===== src/rtl/axis_sample_accumulator.sv =====
// AXI-Stream sink that tracks the latest sample and sums N signed beats
// on request, exposing the result on a status bus for PS readout.
module axis_sample_accumulator #(
    parameter int AXIS_TDATA_WIDTH = 32,
    parameter int CNTR_WIDTH       = 16,
    parameter int ACC_WIDTH        = 48
) (
    input  logic                        aclk,
    input  logic                        aresetn,
    input  logic [CNTR_WIDTH-1:0]       cfg_data,
    input  logic                        cfg_start,
    input  logic [AXIS_TDATA_WIDTH-1:0] s_axis_tdata,
    input  logic                        s_axis_tvalid,
    output logic                        s_axis_tready,
    output logic [AXIS_TDATA_WIDTH-1:0] sts_last,
    output logic [ACC_WIDTH-1:0]        sts_sum,
    output logic [CNTR_WIDTH-1:0]       sts_count,
    output logic                        sts_busy,
    output logic                        sts_done
);

    typedef enum logic [1:0] {
        IDLE  = 2'd0,
        ACCUM = 2'd1,
        DONE  = 2'd2
    } state_t;

    localparam int EXT_W = ACC_WIDTH - AXIS_TDATA_WIDTH;

    state_t                        state_q, state_d;
    logic                          tready_q;
    logic [AXIS_TDATA_WIDTH-1:0]   last_q, last_d;
    logic [ACC_WIDTH-1:0]          sum_q, sum_d;
    logic [ACC_WIDTH-1:0]          acc_q, acc_d;
    logic [CNTR_WIDTH-1:0]         count_q, count_d;
    logic [CNTR_WIDTH-1:0]         n_q, n_d;
    logic                          beat;
    logic [ACC_WIDTH-1:0]          sample_ext;

    assign beat       = s_axis_tvalid & tready_q;
    assign sample_ext = {{EXT_W{s_axis_tdata[AXIS_TDATA_WIDTH-1]}}, s_axis_tdata};

    // State and datapath registers; tready rises on the first edge out of reset.
    always_ff @(posedge aclk or negedge aresetn) begin
        if (!aresetn) begin
            state_q  <= IDLE;
            tready_q <= 1'b0;
            last_q   <= '0;
            sum_q    <= '0;
            acc_q    <= '0;
            count_q  <= '0;
            n_q      <= '0;
        end else begin
            state_q  <= state_d;
            tready_q <= 1'b1;
            last_q   <= last_d;
            sum_q    <= sum_d;
            acc_q    <= acc_d;
            count_q  <= count_d;
            n_q      <= n_d;
        end
    end

    // Next-state logic: start handling in IDLE/DONE, beat accumulation in ACCUM.
    always_comb begin
        state_d = state_q;
        last_d  = last_q;
        sum_d   = sum_q;
        acc_d   = acc_q;
        count_d = count_q;
        n_d     = n_q;

        if (beat) begin
            last_d = s_axis_tdata;
        end

        unique case (state_q)
            IDLE, DONE: begin
                if (cfg_start) begin
                    n_d     = cfg_data;
                    acc_d   = '0;
                    count_d = '0;
                    if (cfg_data != '0) begin
                        state_d = ACCUM;
                    end else begin
                        state_d = DONE;
                        sum_d   = '0;
                    end
                end
            end
            ACCUM: begin
                if (beat) begin
                    acc_d   = acc_q + sample_ext;
                    count_d = count_q + CNTR_WIDTH'(1);
                    if (count_d == n_q) begin
                        state_d = DONE;
                        sum_d   = acc_d;
                    end
                end
            end
            default: begin
                state_d = IDLE;
            end
        endcase
    end

    assign s_axis_tready = tready_q;
    assign sts_last      = last_q;
    assign sts_sum       = sum_q;
    assign sts_count     = count_q;
    assign sts_busy      = (state_q == ACCUM);
    assign sts_done      = (state_q == DONE);

endmodule


===== config.mk =====
export PLATFORM = sky130hd
export DESIGN_NAME = axis_sample_accumulator
export DESIGN_NICKNAME = d
export VERILOG_FILES = /design/src/rtl/axis_sample_accumulator.sv
export SDC_FILE = /design/constraint.sdc
export NUM_CORES = 1
export LEC_CHECK = 0
export CELL_PAD_IN_SITES_DETAIL_PLACEMENT = 0
export CELL_PAD_IN_SITES_GLOBAL_PLACEMENT = 2
export CORE_MARGIN = 2
export CORE_UTILIZATION = 36
export DETAILED_ROUTE_END_ITERATION = 10
export GPL_ROUTABILITY_DRIVEN = 0
export HOLD_SLACK_MARGIN = 0.12
export PLACE_DENSITY = 0.95
export SLEW_MARGIN = 25
export SYNTH_ARGS = -nofsm -noshare
export SYNTH_HDL_FRONTEND = slang
export SYNTH_SLANG_ARGS = --single-unit

===== constraint.sdc =====
create_clock -name aclk -period 8.4 [get_ports aclk]
set_input_delay 1.26 -clock aclk [delete_from_list [all_inputs] [get_ports aclk]]
set_output_delay 1.26 -clock aclk [all_outputs]
set_load 0.1 [all_outputs]

==> flow_summary.yaml, run 1 <==
finish:
  syn2layout_area_growth_pct: 26.17
  layout-drive-gt1-share_pct: 10.21
  diodes: 0
  multiInputGateArea_um2: 4892
  finalNetCount: 1224
  fillCellCount: 2492
  seq_area_um2: 4079
synth:
  synthTopCellsByArea: "dfrtp_1, o21ai_0, nand2_1"
  syn_inst: 990
  async_reset_ff_share_pct: 100.0
  synth.distinct_cells: 66
  syn_area_per_cell_um2: 9.296
  synth_warnings: 0
  synthFlopType: "dfrtp_1"
  synth_area_um2: 9203
  synth.most_common_cell: "nand2_1"
  synthTopCellsByCount: "nand2_1, dfrtp_1, o21ai_0"
  netlist.area_leader.share_pct: 44.32
  synth_seq_area_share_pct: 44.32
  synth_edf_count: 0
  synth_area_leader_cell: "dfrtp_1"
  synth_nets: 1091
  ys_ff_latch: 163
timing:
  max_slew_margin_pct: 29.66
  setup_viol: 0
  finClkSkew_ns: 0.01129
  rsz0062_at_grt: "false"
  fmax_mhz: 234.1
  worst_pin_slew_ns: 1.052
  fin_crit_ns: 4.272
  finalMaxSlewViolations: 0
  setup_slack_ns: 4.128
  tns_ns: 0
  fin_crit_sh_pct: 50.86
  hold_viol: 0
power:
  switching_share_pct: 42.09
  powerDensity_nw_per_um2: 307.2
  combPwrFrac_pct: 46.9
  irDropWorstVdd_v: 0.0001258
  p_sw_mw: 1.501
  p_leak_nw: 5.086
  pwr-share-seq_pct: 29.8
  p_clk_share_pct: 23.3
  internal-power_mw: 2.065
setup_path:
  cp_num_buf_inv: 2
  crit_slowest_cell: "clkdlybuf4s50_1"
  cp-start-kind: "input pin"
  worstPathCellList: "clkdlybuf4s50_1 -> ha_1 -> inv_1 -> o21bai_1 -> a21oi_1 -> o21ai_0 -> a22o_1 -> a21oi_2 -> o21ai_0 -> a311o_1 -> xnor2_1 -> o21ai_0"
  cp.arrival_ns: 4.58
  critPathTopFamily: "compound AO/OA/AOI/OAI gates"
  worstPathRequired_ns: 8.70
  crit_type: "in2reg"
  cpPeakStageDelay_ns: 1.07
  cp_common_cell: "o21ai_0"
  crit_fanout: 18
  cp-end-kind: "flop"
die:
  num_rows: 58
  dieArea_um2: 26860
  core_area_um2: 25110
  start_util_pct: 36.65
  die_y_um: 163.9
  die_w_um: 163.9
  io_pins: 151
grt:
  antenna_found_initial: 0
  grt-ovfl-total: 0
  grt_max_degree: 101
  grt_pass1_wl_um: 39070
  grt_use_total_pct: 18.41
  grt_pass1_vias: 7473
clock_tree:
  holdBufCountCts: 0
  cts.sink_count: 163
  cts_buffer_depth: 2
  root_buffer: "clkbuf_16"
  cts_tree: "done"
  path_clk_slew_ns: 0.07
  insertion_delay_ns: 0.44
  htree_levels: 4
  post_cts_buffers: 0
  cts_buffers: 17
  cts_repair_resize_count: 0
hold_path:
  hold_class: "reg2reg"
detailed_routing:
  antenna_left: 0
  routedWlPerCell_um: 16.31
  wirelength_um: 23920
  drc: 0
  firstDrtPassIters: 5
  via_count: 7586
  via_per_inst: 5.175
  dr.first_iter.drc_count: 402
place:
  io_buffer_count: 150
  dp_hpwl_um: 17220
  place_ws_ns: 3.715
run:
  cap_viol_max_count: 0
run_status:
  status: "completed"
[cell families (layout without fill, tap and decap cells)]
logic type	count (synthesis)	in the layout	synth area share [%]
adder cells (fa/ha/maj)	49	49	6.744
other	1	1	0.04075
multiplexers	49	49	5.982
flip-flops	163	163	44.32
buffers and inverters	57	203	2.678
AND/OR/NAND/NOR	314	314	15.25
XOR/XNOR	61	61	5.887
AO/OA/AOI/OAI	296	296	19.09
[routing by layer]
metal	part of all wire, %	global-route usage [%]	vias up
met5	0	0	-
met3	3.7	3.662	26
met2	48	30.48	144
met1	47	24.33	3615
li1	-	-	3801
met4	1.7	5.662	0
[state kept, by name, indices dropped and copies added, names as in the netlist]
| signal | flops |
|---|---|
| acc_q | 48 |
| state_q | 2 |
| sts_last | 32 |
| n_q | 16 |
| sts_count | 16 |
| sts_sum | 48 |
| s_axis_tready | 1 |
[worst min-delay path: cells and delay by family (launching register included)]
family             cells  cell delay, ns
AOI/OAI and AO/OA      1            0.06
DFF                    1            0.34
and+or+nand+nor        1            0.05
[power groups by stage]
stage               registers, mW  clock network [mW]  logic (mW)
detailed placement           1.08                   0        1.67
finish                       1.06               0.831        1.67
CTS                          1.06               0.853        1.68
floorplan                    1.26                   0        1.09
global route                 1.09               0.892        1.87
global placement             1.07                   0        1.66
[path summary, 6_finish.rpt]
path,from,to,slack (ns),depth (start not counted)
max in group asynchronous,aresetn,sts_sum[18]$_DFFE_PN0P_,6.13,2
hold reg to reg,sts_sum[45]$_DFFE_PN0P_,sts_sum[45]$_DFFE_PN0P_,0.48,2
hold / removal,sts_sum[45]$_DFFE_PN0P_,sts_sum[45]$_DFFE_PN0P_,0.48,2
min in group asynchronous,aresetn,sts_last[9]$_DFFE_PN0P_,0.93,1
setup / recovery,s_axis_tdata[31],acc_q[41]$_DFFE_PN0P_,4.13,12
setup reg to reg,acc_q[0]$_DFFE_PN0P_,acc_q[22]$_DFFE_PN0P_,5.13,12
[cell type report]
type / instances / share of cell area (%)
clock buffer: 17 / 3.664
clock inverter: 15 / 1.681
inverter: 15 / 0.4849
multi-input combinational: 770 / 42.13
sequential: 163 / 35.13
tap: 330 / 3.556
timing repair buffer: 156 / 13.35
[cell usage in the layout, fill, tap and decap left out, types with 5 or more instances in the layout]
cell type and count:
a211oi_1 7, a21o_1 23, a21oi_1 56, a21oi_2 5, a31oi_1 8, and3_1 7
buf_4 6, clkbuf_16 17, clkdlybuf4s50_1 149, dfrtp_1 163, ha_1 48, inv_1 14
inv_6 5, mux2_2 48, nand2_1 174, nand2b_1 9, nand3_1 34, nand4_1 8
nor2_1 41, nor3_1 12, nor4_1 7, o21a_1 6, o21ai_0 136, o21ai_1 11
o21bai_1 6, o31ai_1 9, xnor2_1 38, xor2_1 22
[stage by stage]
| step | hold WS [ns] | total power, mW | cell area (µm²) | utilization, % | std cells |
|---|---|---|---|---|---|
| 3_5_place_dp | 0.4694 | 2.752 | 10990 | 43.76 | 1434 |
| 2_1_floorplan | 0.4526 | 2.350 | 9203 | - | 990 |
| 4_1_cts | 0.4851 | 3.600 | 11610 | 46.23 | 1466 |
| 5_1_grt | 0.5090 | 3.847 | 11610 | 46.24 | 1466 |
| 6_report | 0.4805 | 3.566 | 11610 | 46.24 | 1466 |
| 3_3_place_gp | 0.4598 | 2.734 | 10990 | 43.75 | 1434 |
(Power assumes the default switching activity.)
==> inputs of run 2 (changes only) <==
--- a/config.mk
+++ b/config.mk
@@ -8,11 +8,11 @@
 export CELL_PAD_IN_SITES_DETAIL_PLACEMENT = 0
 export CELL_PAD_IN_SITES_GLOBAL_PLACEMENT = 2
 export CORE_MARGIN = 2
-export CORE_UTILIZATION = 36
+export CORE_UTILIZATION = 30
 export DETAILED_ROUTE_END_ITERATION = 10
 export GPL_ROUTABILITY_DRIVEN = 0
 export HOLD_SLACK_MARGIN = 0.12
-export PLACE_DENSITY = 0.95
+export PLACE_DENSITY = 0.86
 export SLEW_MARGIN = 25
 export SYNTH_ARGS = -nofsm -noshare
 export SYNTH_HDL_FRONTEND = slang
==> constraint.sdc (replaced) <==
create_clock -name aclk -period 3.57 [get_ports aclk]
set_input_delay 0.5355 -clock aclk [delete_from_list [all_inputs] [get_ports aclk]]
set_output_delay 0.5355 -clock aclk [all_outputs]
set_load 0.1 [all_outputs]
==> run 2 against run 1 <==
  * Clock-buffer cell count up 5
  * Largest power group unchanged
  * Highest routed layer unchanged
  * Clock power increased by 140%
  * Sequential cell count unchanged
  * Largest cell class unchanged
  * Core utilization shrank 6.3 points
==> flow_summary.yaml, run 2 (same netlist as run 1, synthesis figures left out) <==
timing:
  worst_pin_slew_ns: 1.038
  hold_viol: 0
  fin_crit_ns: 3.380
  setup_viol: 0
  setup_slack_ns: 0.1900
  rsz0062_at_grt: "false"
  fin_crit_sh_pct: 94.68
  max_slew_margin_pct: 30.60
  finClkSkew_ns: 0.01609
  fmax_mhz: 295.9
  finalMaxSlewViolations: 0
die:
  die_y_um: 179.1
  start_util_pct: 30.24
  dieArea_um2: 32090
  num_rows: 64
  core_area_um2: 30430
  io_pins: 151
  die_w_um: 179.1
clock_tree:
  cts_buffers: 17
  path_clk_slew_ns: 0.07
  root_buffer: "clkbuf_16"
  cts.sink_count: 163
  holdBufCountCts: 0
  insertion_delay_ns: 0.45
  htree_levels: 4
  cts_tree: "done"
  cts_buffer_depth: 2
detailed_routing:
  via_count: 7834
  via_per_inst: 4.949
  routedWlPerCell_um: 16.21
  wirelength_um: 25660
  dr.first_iter.drc_count: 339
  antenna_left: 0
  drc: 0
  firstDrtPassIters: 5
place:
  dp_hpwl_um: 18590
  io_buffer_count: 150
  place_ws_ns: -0.3772
grt:
  grt-ovfl-total: 0
  grt_pass1_vias: 8029
  grt_max_degree: 71
  grt_use_total_pct: 16.63
  grt_pass1_wl_um: 41770
  antenna_found_initial: 0
finish:
  final_cell_mix: "nand2_1, dfrtp_1, clkdlybuf4s50_1"
  finalNetCount: 1275
  diodes: 0
  final_common_cell: "nand2_1"
  syn2layout_area_growth_pct: 31.94
  layout-drive-gt1-share_pct: 14.32
power:
  powerDensity_nw_per_um2: 726.0
  total_power_mw: 8.815
  p_leak_nw: 5.351
  irDropWorstVdd_v: 0.0002968
setup_path:
  cp-end-kind: "flop"
  crit_fanout: 4
  worstPathRequired_ns: 3.86
  cp-start-kind: "input pin"
  crit_type: "in2reg"
  cp.arrival_ns: 3.67
hold_path:
  hold_class: "in2async"
run:
  cap_viol_max_count: 0
run_status:
  status: "completed"
run 2: cell count changes in the layout (fill, tap and decap cells not counted), sizes merged:
cell,change
buf,+55
inv,-7
clkbuf,+4
clkdlybuf4s50,-3
clkinvlp,+2
run 2: cell type report:
type	instances	area [µm²]
Fill cell	3091	18290
Multi-Input combinational cell	770	4902
Sequential cell	163	4079
Timing Repair Buffer	207	1986
Tap cell	396	495.5
Clock buffer	22	474.2
Clock inverter	10	148.9
Inverter	15	56.30
run 2: worst paths after layout:
path / startpoint / to / slack (ns) / depth (start not counted)
worst min register to register: sts_sum[24]$_DFFE_PN0P_ / sts_sum[24]$_DFFE_PN0P_ / 0.48 / 2
worst max-delay path: s_axis_tdata[0] / acc_q[40]$_DFFE_PN0P_ / 0.19 / 13
min in group aclk: sts_sum[24]$_DFFE_PN0P_ / sts_sum[24]$_DFFE_PN0P_ / 0.48 / 2
max in group asynchronous: aresetn / acc_q[35]$_DFFE_PN0P_ / 2.64 / 2
worst max register to register: sts_count[0]$_DFFE_PN0P_ / sts_sum[23]$_DFFE_PN0P_ / 0.45 / 11
worst min-delay path: aresetn / sts_last[10]$_DFFE_PN0P_ / 0.1 / 1
run 2: routing by layer:
| layer | global-route usage [%] | vias to the layer above | wire, µm | share of wire [%] |
|---|---|---|---|---|
| li1 | - | 3886 | - | - |
| met2 | 28.48 | 142 | 12270 | 48 |
| met1 | 21.05 | 3781 | 11930 | 47 |
| met5 | 0 | - | 0 | 0 |
| met3 | 3.668 | 25 | 1088 | 4.2 |
| met4 | 4.637 | 0 | 364 | 1.4 |
run 2: timing repair:
item	in CTS	in global routing
buffers inserted	0	1
endpoints found under the hold margin	0	0
setup endpoints to repair	0	11
gates resized for setup	0	3
run 2: where the power goes:
part / switching [mW] / leakage [nW] / internal (mW)
Clock: 0.819 / 0.297 / 1.16
Combinational: 2.55 / 2.96 / 1.79
Sequential: 0.254 / 2.09 / 2.23
Total: 3.62 / 5.35 / 5.19
run 2: per-stage QoR:
stage               hold WS (ns)  TNS, ns  utilization [%]  cells  instance area [µm²]
floorplan                 0.2399        0                -    990                 9203
global placement          0.4619   -3.919            37.79   1550                11500
detailed placement        0.4729   -6.175            37.79   1550                11500
CTS                       0.1211        0            39.84   1582                12120
global route              0.1482        0            39.90   1583                12140
finish                   0.09627        0            39.90   1583                12140
run 2: worst max-delay path: stages:
cell and delay, ns:
clkdlybuf4s50_1 0.50, ha_1 0.29, fa_1 0.42, a211oi_2 0.24
o21a_1 0.19, o21ai_2 0.09, a31o_2 0.27, a21oi_2 0.19
o21a_2 0.19, a31oi_1 0.14, a221oi_2 0.27, xor2_1 0.23
o21ai_0 0.12
==> inputs of run 3 (changes only) <==
--- a/config.mk
+++ b/config.mk
@@ -7,12 +7,14 @@
 export LEC_CHECK = 0
 export CELL_PAD_IN_SITES_DETAIL_PLACEMENT = 0
 export CELL_PAD_IN_SITES_GLOBAL_PLACEMENT = 2
+export CORE_ASPECT_RATIO = 0.8
 export CORE_MARGIN = 2
 export CORE_UTILIZATION = 30
 export DETAILED_ROUTE_END_ITERATION = 10
 export GPL_ROUTABILITY_DRIVEN = 0
 export HOLD_SLACK_MARGIN = 0.12
 export PLACE_DENSITY = 0.86
+export RECOVER_POWER = 25
 export SLEW_MARGIN = 25
 export SYNTH_ARGS = -nofsm -noshare
 export SYNTH_HDL_FRONTEND = slang
==> run 3 against run 2 <==
  * Clock-buffer cell count decreased by 2
  * Non-clock buffer count decreased by 1
  * Worst hold slack improved by 0.38 ns
  * Setup slack improved by 0.082 ns
  * Sequential power about the same
  * Total power decreased by 1.8%
  * Sequential share of layout area increased by 0.22 points
  * Global-route usage increased by 0.47 points
  * First-iteration DRC count increased by 8.8%
  * Clock skew decreased by 0.0039 ns
  * Die area about the same
==> flow_summary.yaml, run 3 (same netlist as run 1, synthesis figures left out) <==
clock_tree:
  root_buffer: "clkbuf_16"
  path_clk_slew_ns: 0.07
  htree_levels: 4
  cts_tree: "done"
  cts_buffer_depth: 2
  cts_buffers: 17
  insertion_delay_ns: 0.44
  post_cts_buffers: 0
  cts.sink_count: 163
grt:
  grt_pass1_wl_um: 42810
  grt_use_total_pct: 17.10
  grt_max_degree: 58
  grt-ovfl-total: 0
  grt_pass1_vias: 7739
  antenna_found_initial: 0
power:
  p_leak_nw: 5.295
  irDropWorstVdd_v: 0.0003500
  powerDensity_nw_per_um2: 717.3
  total_power_mw: 8.654
timing:
  setup_slack_ns: 0.2719
  max_slew_margin_pct: 3.428
  setup_viol: 0
  tns_ns: 0
  worst_pin_slew_ns: 1.449
  hold_viol: 0
  fmax_mhz: 303.2
  fin_crit_sh_pct: 92.38
  rsz0062_at_grt: "false"
  finalMaxSlewViolations: 0
  holdWs_ns: 0.4802
  fin_crit_ns: 3.298
  finClkSkew_ns: 0.01217
finish:
  layout-drive-gt1-share_pct: 14.17
  instances_no_fill: 1599
  syn2layout_area_growth_pct: 31.09
  finalNetCount: 1274
  final_common_cell: "nand2_1"
  final_cell_area_um2: 12060
  fillCellCount: 3048
  utilization_pct: 39.80
  final_cell_mix: "nand2_1, dfrtp_1, clkdlybuf4s50_1"
  seq_area_um2: 4079
  multiInputGateArea_um2: 4903
  diodes: 0
setup_path:
  r2r_end: "sts_sum[22]$_DFFE_PN0P_"
  cp-end-kind: "flop"
  r2r_slack_ns: 0.48
  reg2reg_from: "acc_q[0]$_DFFE_PN0P_"
  crit_fanout: 2
  worstRegToRegCells: 14
  crit_type: "in2reg"
  cp-start-kind: "input pin"
  cp.arrival_ns: 3.59
  worstPathRequired_ns: 3.86
die:
  io_pins: 151
  core_area_um2: 30310
  die_w_um: 199.8
  die_y_um: 160.7
  num_rows: 57
  start_util_pct: 30.36
  dieArea_um2: 32100
hold_path:
  whs_endpoint: "sts_sum[29]$_DFFE_PN0P_"
  hold_class: "reg2reg"
  worstHoldPathCells: 2
  min_from: "sts_sum[29]$_DFFE_PN0P_"
detailed_routing:
  dr.first_iter.drc_count: 369
  wirelength_um: 26470
  via_count: 7734
  antenna_left: 0
  routedWlPerCell_um: 16.55
  via_per_inst: 4.837
  drc: 0
  firstDrtPassIters: 4
place:
  dp_hpwl_um: 19580
  place_area_um2: 11490
  placed_cells: 1566
  place_ws_ns: -0.3102
  io_buffer_count: 150
run:
  cap_viol_max_count: 0
run_status:
  status: "completed"
==> run 3: cell count changes in the layout (fill, tap and decap cells not counted), moves of 2 or more <==
| cell | previous run | this run |
|---|---|---|
| buf_12 | 5 | 2 |
| bufinv_16 | 3 | 1 |
| clkinv_4 | 4 | 2 |
| clkinvlp_4 | 2 | 4 |
| inv_6 | 1 | 5 |
==> run 3: worst max-delay path by stage <==
stage / startpoint / endpoint / cells after the start
after detailed placement: s_axis_tdata[0] / sts_sum[40]$_DFFE_PN0P_ / 14
after global placement: s_axis_tdata[0] / sts_sum[40]$_DFFE_PN0P_ / 14
after floorplan: sts_count[3]$_DFFE_PN0P_ / sts_sum[10]$_DFFE_PN0P_ / 11
after global routing: s_axis_tdata[0] / sts_sum[40]$_DFFE_PN0P_ / 14
final: s_axis_tdata[0] / sts_sum[22]$_DFFE_PN0P_ / 15
after CTS: s_axis_tdata[0] / sts_sum[40]$_DFFE_PN0P_ / 14
==> run 3: timing repair <==
item / in CTS / in global routing
hold buffers: 1 / 0
gates resized for setup: 0 / 3
hold endpoints to repair: 52 / 0
endpoints found under the setup margin: 0 / 9
==> run 3: power by group <==
part	switching [mW]	internal (mW)	leakage (nW)	total (mW)
clock	0.849	1.01	0.271	1.86
combinational	2.55	1.74	2.93	4.29
sequential	0.268	2.23	2.09	2.50
==> run 3: final cells by class <==
class	instances	area share, %
clock inverters	12	1.006
clock buffers	20	3.786
multi-input cells	770	40.64
inverters	15	0.4667
repair buffers	206	16.00
well taps	413	4.283
flip-flops and latches	163	33.81
==> run 3: metal layers <==
layer  wire [µm]  vias up  global-route usage, %
li1            -     3902                      -
met5           0        -                      0
met3         795       17                  2.814
met2       11390      115                  25.46
met1       13980     3700                  25.81
met4         296        0                  3.906
==> run 3: critical path, cell delays in order <==
cell and delay, ns:
clkdlybuf4s50_1 0.45, ha_1 0.25, fa_2 0.37, a211oi_2 0.20, buf_4 0.14, o211ai_1 0.07, a31o_2 0.25, a21o_1 0.21
a31oi_1 0.19, buf_4 0.15, o31a_1 0.15, o21ai_0 0.12, a31oi_1 0.23, xor2_1 0.19, o21ai_0 0.10
==> variant: new RTL, config.mk and constraints of run 3 <==
Register the inputs `cfg_data` and `cfg_start` before use, without a reset. The logic sees them one clock later. The other inputs are not delayed to match.
--- a/src/rtl/axis_sample_accumulator.sv
+++ b/src/rtl/axis_sample_accumulator.sv
@@ -26,6 +26,14 @@
     } state_t;
 
     localparam int EXT_W = ACC_WIDTH - AXIS_TDATA_WIDTH;
+
+    logic [CNTR_WIDTH-1:0] cfg_data_q;
+    logic cfg_start_q;
+
+    always_ff @(posedge aclk) begin
+        cfg_data_q  <= cfg_data;
+        cfg_start_q <= cfg_start;
+    end
 
     state_t                        state_q, state_d;
     logic                          tready_q;
@@ -76,11 +84,11 @@
 
         unique case (state_q)
             IDLE, DONE: begin
-                if (cfg_start) begin
-                    n_d     = cfg_data;
+                if (cfg_start_q) begin
+                    n_d     = cfg_data_q;
                     acc_d   = '0;
                     count_d = '0;
-                    if (cfg_data != '0) begin
+                    if (cfg_data_q != '0) begin
                         state_d = ACCUM;
                     end else begin
                         state_d = DONE;
Formal check against the unedited RTL: not equivalent (a bounded check fails within 4 cycles, from zero or initial values and one cycle with aresetn low).
==> variant against run 3 <==
Final area increased by 8.0%; sequential share of layout area is 0.21 points higher; area after synthesis is 8.3% higher; combinational power up 14%; maximum frequency fell by 1.3%; sequential cell count up 17; wire length increased by 10%; critical endpoint is now acc_q[46]; via count up 10%; total power is 11% higher; setup slack worse by 0.042 ns; the run now ends with capacitance limit, slew limit left; synthesized cell count up 8.5%; first-iteration DRC count up 43%.
==> variant: results (changes against run 3) <==
| Metric | Value |
|---|---|
| Register area share after synthesis | `44.3% (about the same)` |
| First-pass GRT wire length | `47,100 µm (was 42,800 µm)` |
| Reg2reg setup slack | `0.24 ns (was 0.48 ns)` |
| Clk pin slew, worst setup/hold paths | `0.08 ns` |
| Worst-Skew Late Latency | `about 0.45 ns` |
| Dpl hpwl | `21,600 µm (was 19,600 µm)` |
| Net count after synthesis | `1,175 (was 1,091)` |
| Crit Path Max Fanout | `4 (was 2)` |
| H-tree depth | `4 (unchanged)` |
| FF-to-FF Start | `sts_count[3] (was acc_q[0])` |
| Fill count | `3,266 (was 3,048)` |
| CP Data Arrival Time | `3.66 ns (was 3.59 ns)` |
| Vias | `8,535 (was 7,734)` |
| Least-Margin Pin Slew | `1.79 ns (was 1.45 ns)` |
| Crit path time final | `3.34 ns (was 3.30 ns)` |
| Worst Reg-to-Reg Cells | `9 (was 14)` |
| Post-DP Area | `12,400 µm² (was 11,500 µm²)` |
| Fin Clk Skew | `0.0164 ns (was 0.0122 ns)` |
| Failing checks | `capacitance limit, slew limit` |
| Initial drt markers | `528 (was 369)` |
| Diodes inserted | `0 (unchanged)` |
| Max Slew Vio Count | `97 (was 0)` |
| # port buffers | `150 (unchanged)` |
| Max-cap violations | `2 (was 0)` |
| DR WL/cell | `17.1 µm (was 16.6 µm)` |
| Vias in the first global route | `8,331 (was 7,739)` |
| Ys async rst share | `90.6% (was 100%)` |
| Initial antenna violation count | `0 (unchanged)` |
| Num CTS Buffers | `17 (unchanged)` |
| Synth cell count leaders | `nand2_1 (172), dfrtp_1 (163), o21ai_0 (134), a21oi_1 (81) (was nand2_1 (175), dfrtp_1 (163), o21ai_0 (136), a21oi_1 (56))` |
| Largest net degree at the start of global routing | `84 (was 58)` |
| DRT Pass-1 Iters | `5 (was 4)` |
| Hold/Removal Path Class | `reg2reg (unchanged)` |
| Netlist cell types | `67 (was 66)` |
| Synth Warn # | `0 (unchanged)` |
| CP Capture Point | `acc_q[46] (was sts_sum[22])` |
| Status | `finished, violations left (was finished, final reports clean)` |
| Setup WS pre-CTS | `-0.234 ns (was -0.310 ns)` |
| Layout cells sized above 1 | `15.0% (was 14.2%)` |
| Worst setup path startpoint | `s_axis_tdata[0] (unchanged)` |
| Cell Count, Final, Fillers Out | `1,705 (was 1,599)` |
| Fin nets | `1,366 (was 1,274)` |
| Syn Inst Count | `1,074 (was 990)` |
| Reg2Reg Capture Point | `sts_sum[29] (was sts_sum[22])` |
| Maximum VDD drop | `0.365 mV (was 0.350 mV)` |
| P_leak | `5.64 nW (was 5.30 nW)` |
| Longest Clk Path Bufs | `2 (unchanged)` |
| All-Layer GR Usage | `17.0% (was 17.1%)` |
| Synth area leaders | `dfrtp_1 (41%), o21ai_0 (6.7%), nand2_1 (6.5%) (was dfrtp_1 (44%), o21ai_0 (7.4%), nand2_1 (7.1%))` |
==> variant: per-layer routing <==
metal / GRT usage (%) / part of all wire, % / vias up
met5: 0 / 0 / -
met4: 3.58 / 0.79 / 0
met3: 3.45 / 4.2 / 19
met2: 25.8 / 43 / 173
met1: 25.0 / 52 / 4091
li1: - / - / 4252
==> variant: area by class of cell <==
cell class / count / area share [%]
clock buffers: 17 / 3.26
inverters: 13 / 0.374
clock inverters: 15 / 1.28
repair buffers: 225 / 16.0
flip-flops and latches: 180 / 34.0
well taps: 427 / 4.10
multi-input cells: 828 / 40.9
==> variant: kinds of logic (layout without fill, tap and decap cells) <==
family                   count (synthesis)  count (layout)  share of synthesized area, %
AO/OA/AOI/OAI                          325             325                          19.3
XOR/XNOR                                66              66                          5.94
adder cells (fa/ha/maj)                 49              49                          6.23
buffers and inverters                   66             270                          2.66
flip-flops                             180             180                          44.3
multiplexers                            50              50                          5.62
other                                    1               1                        0.0376
AND/OR/NAND/NOR                        337             337                          15.8
==> variant: through the flow <==
step                hold slack, ns  util, %
finish                       0.480     39.9
CTS                          0.485     40.0
detailed placement           0.465     38.1
floorplan                    0.240        -
global placement             0.464     38.1
global route                 0.500     39.9
==> variant: worst max-delay path, stage by stage <==
cell	delay, ns
clkdlybuf4s50_1	0.44
ha_1	0.26
fa_1	0.40
a21o_1	0.20
a221oi_2	0.26
buf_4	0.18
a2bb2oi_1	0.27
a21oi_1	0.20
nand3_1	0.10
and3_1	0.24
o211ai_1	0.15
xnor2_1	0.26
o21ai_0	0.15
==> variant: power by group <==
part           leakage [nW]  internal (mW)  switching, mW
registers              2.22           2.45          0.315
logic                  3.14           1.99           2.91
clock network         0.284          0.943          0.973
total                  5.64           5.38           4.20
==> variant: worst min-delay path by stage <==
stage | end | slack [ns] | startpoint | cells past startpoint
finish | sts_sum[26] | 0.48 | sts_sum[26] | 2
global route | sts_sum[27] | 0.50 | sts_sum[27] | 2
CTS | sts_sum[39] | 0.48 | sts_sum[39] | 2
detailed placement | sts_sum[42] | 0.47 | sts_sum[42] | 2
global placement | sts_sum[27] | 0.46 | sts_sum[27] | 2
floorplan | acc_q[0] | 0.24 | aresetn | 0
==> variant: timing repair <==
action | in CTS | in global routing
buffers inserted | 0 | 0
resized for setup | 0 | 3
hold buffers | 1 | 0
hold endpoints to repair | 14 | 0
endpoints found under the setup margin | 0 | 22
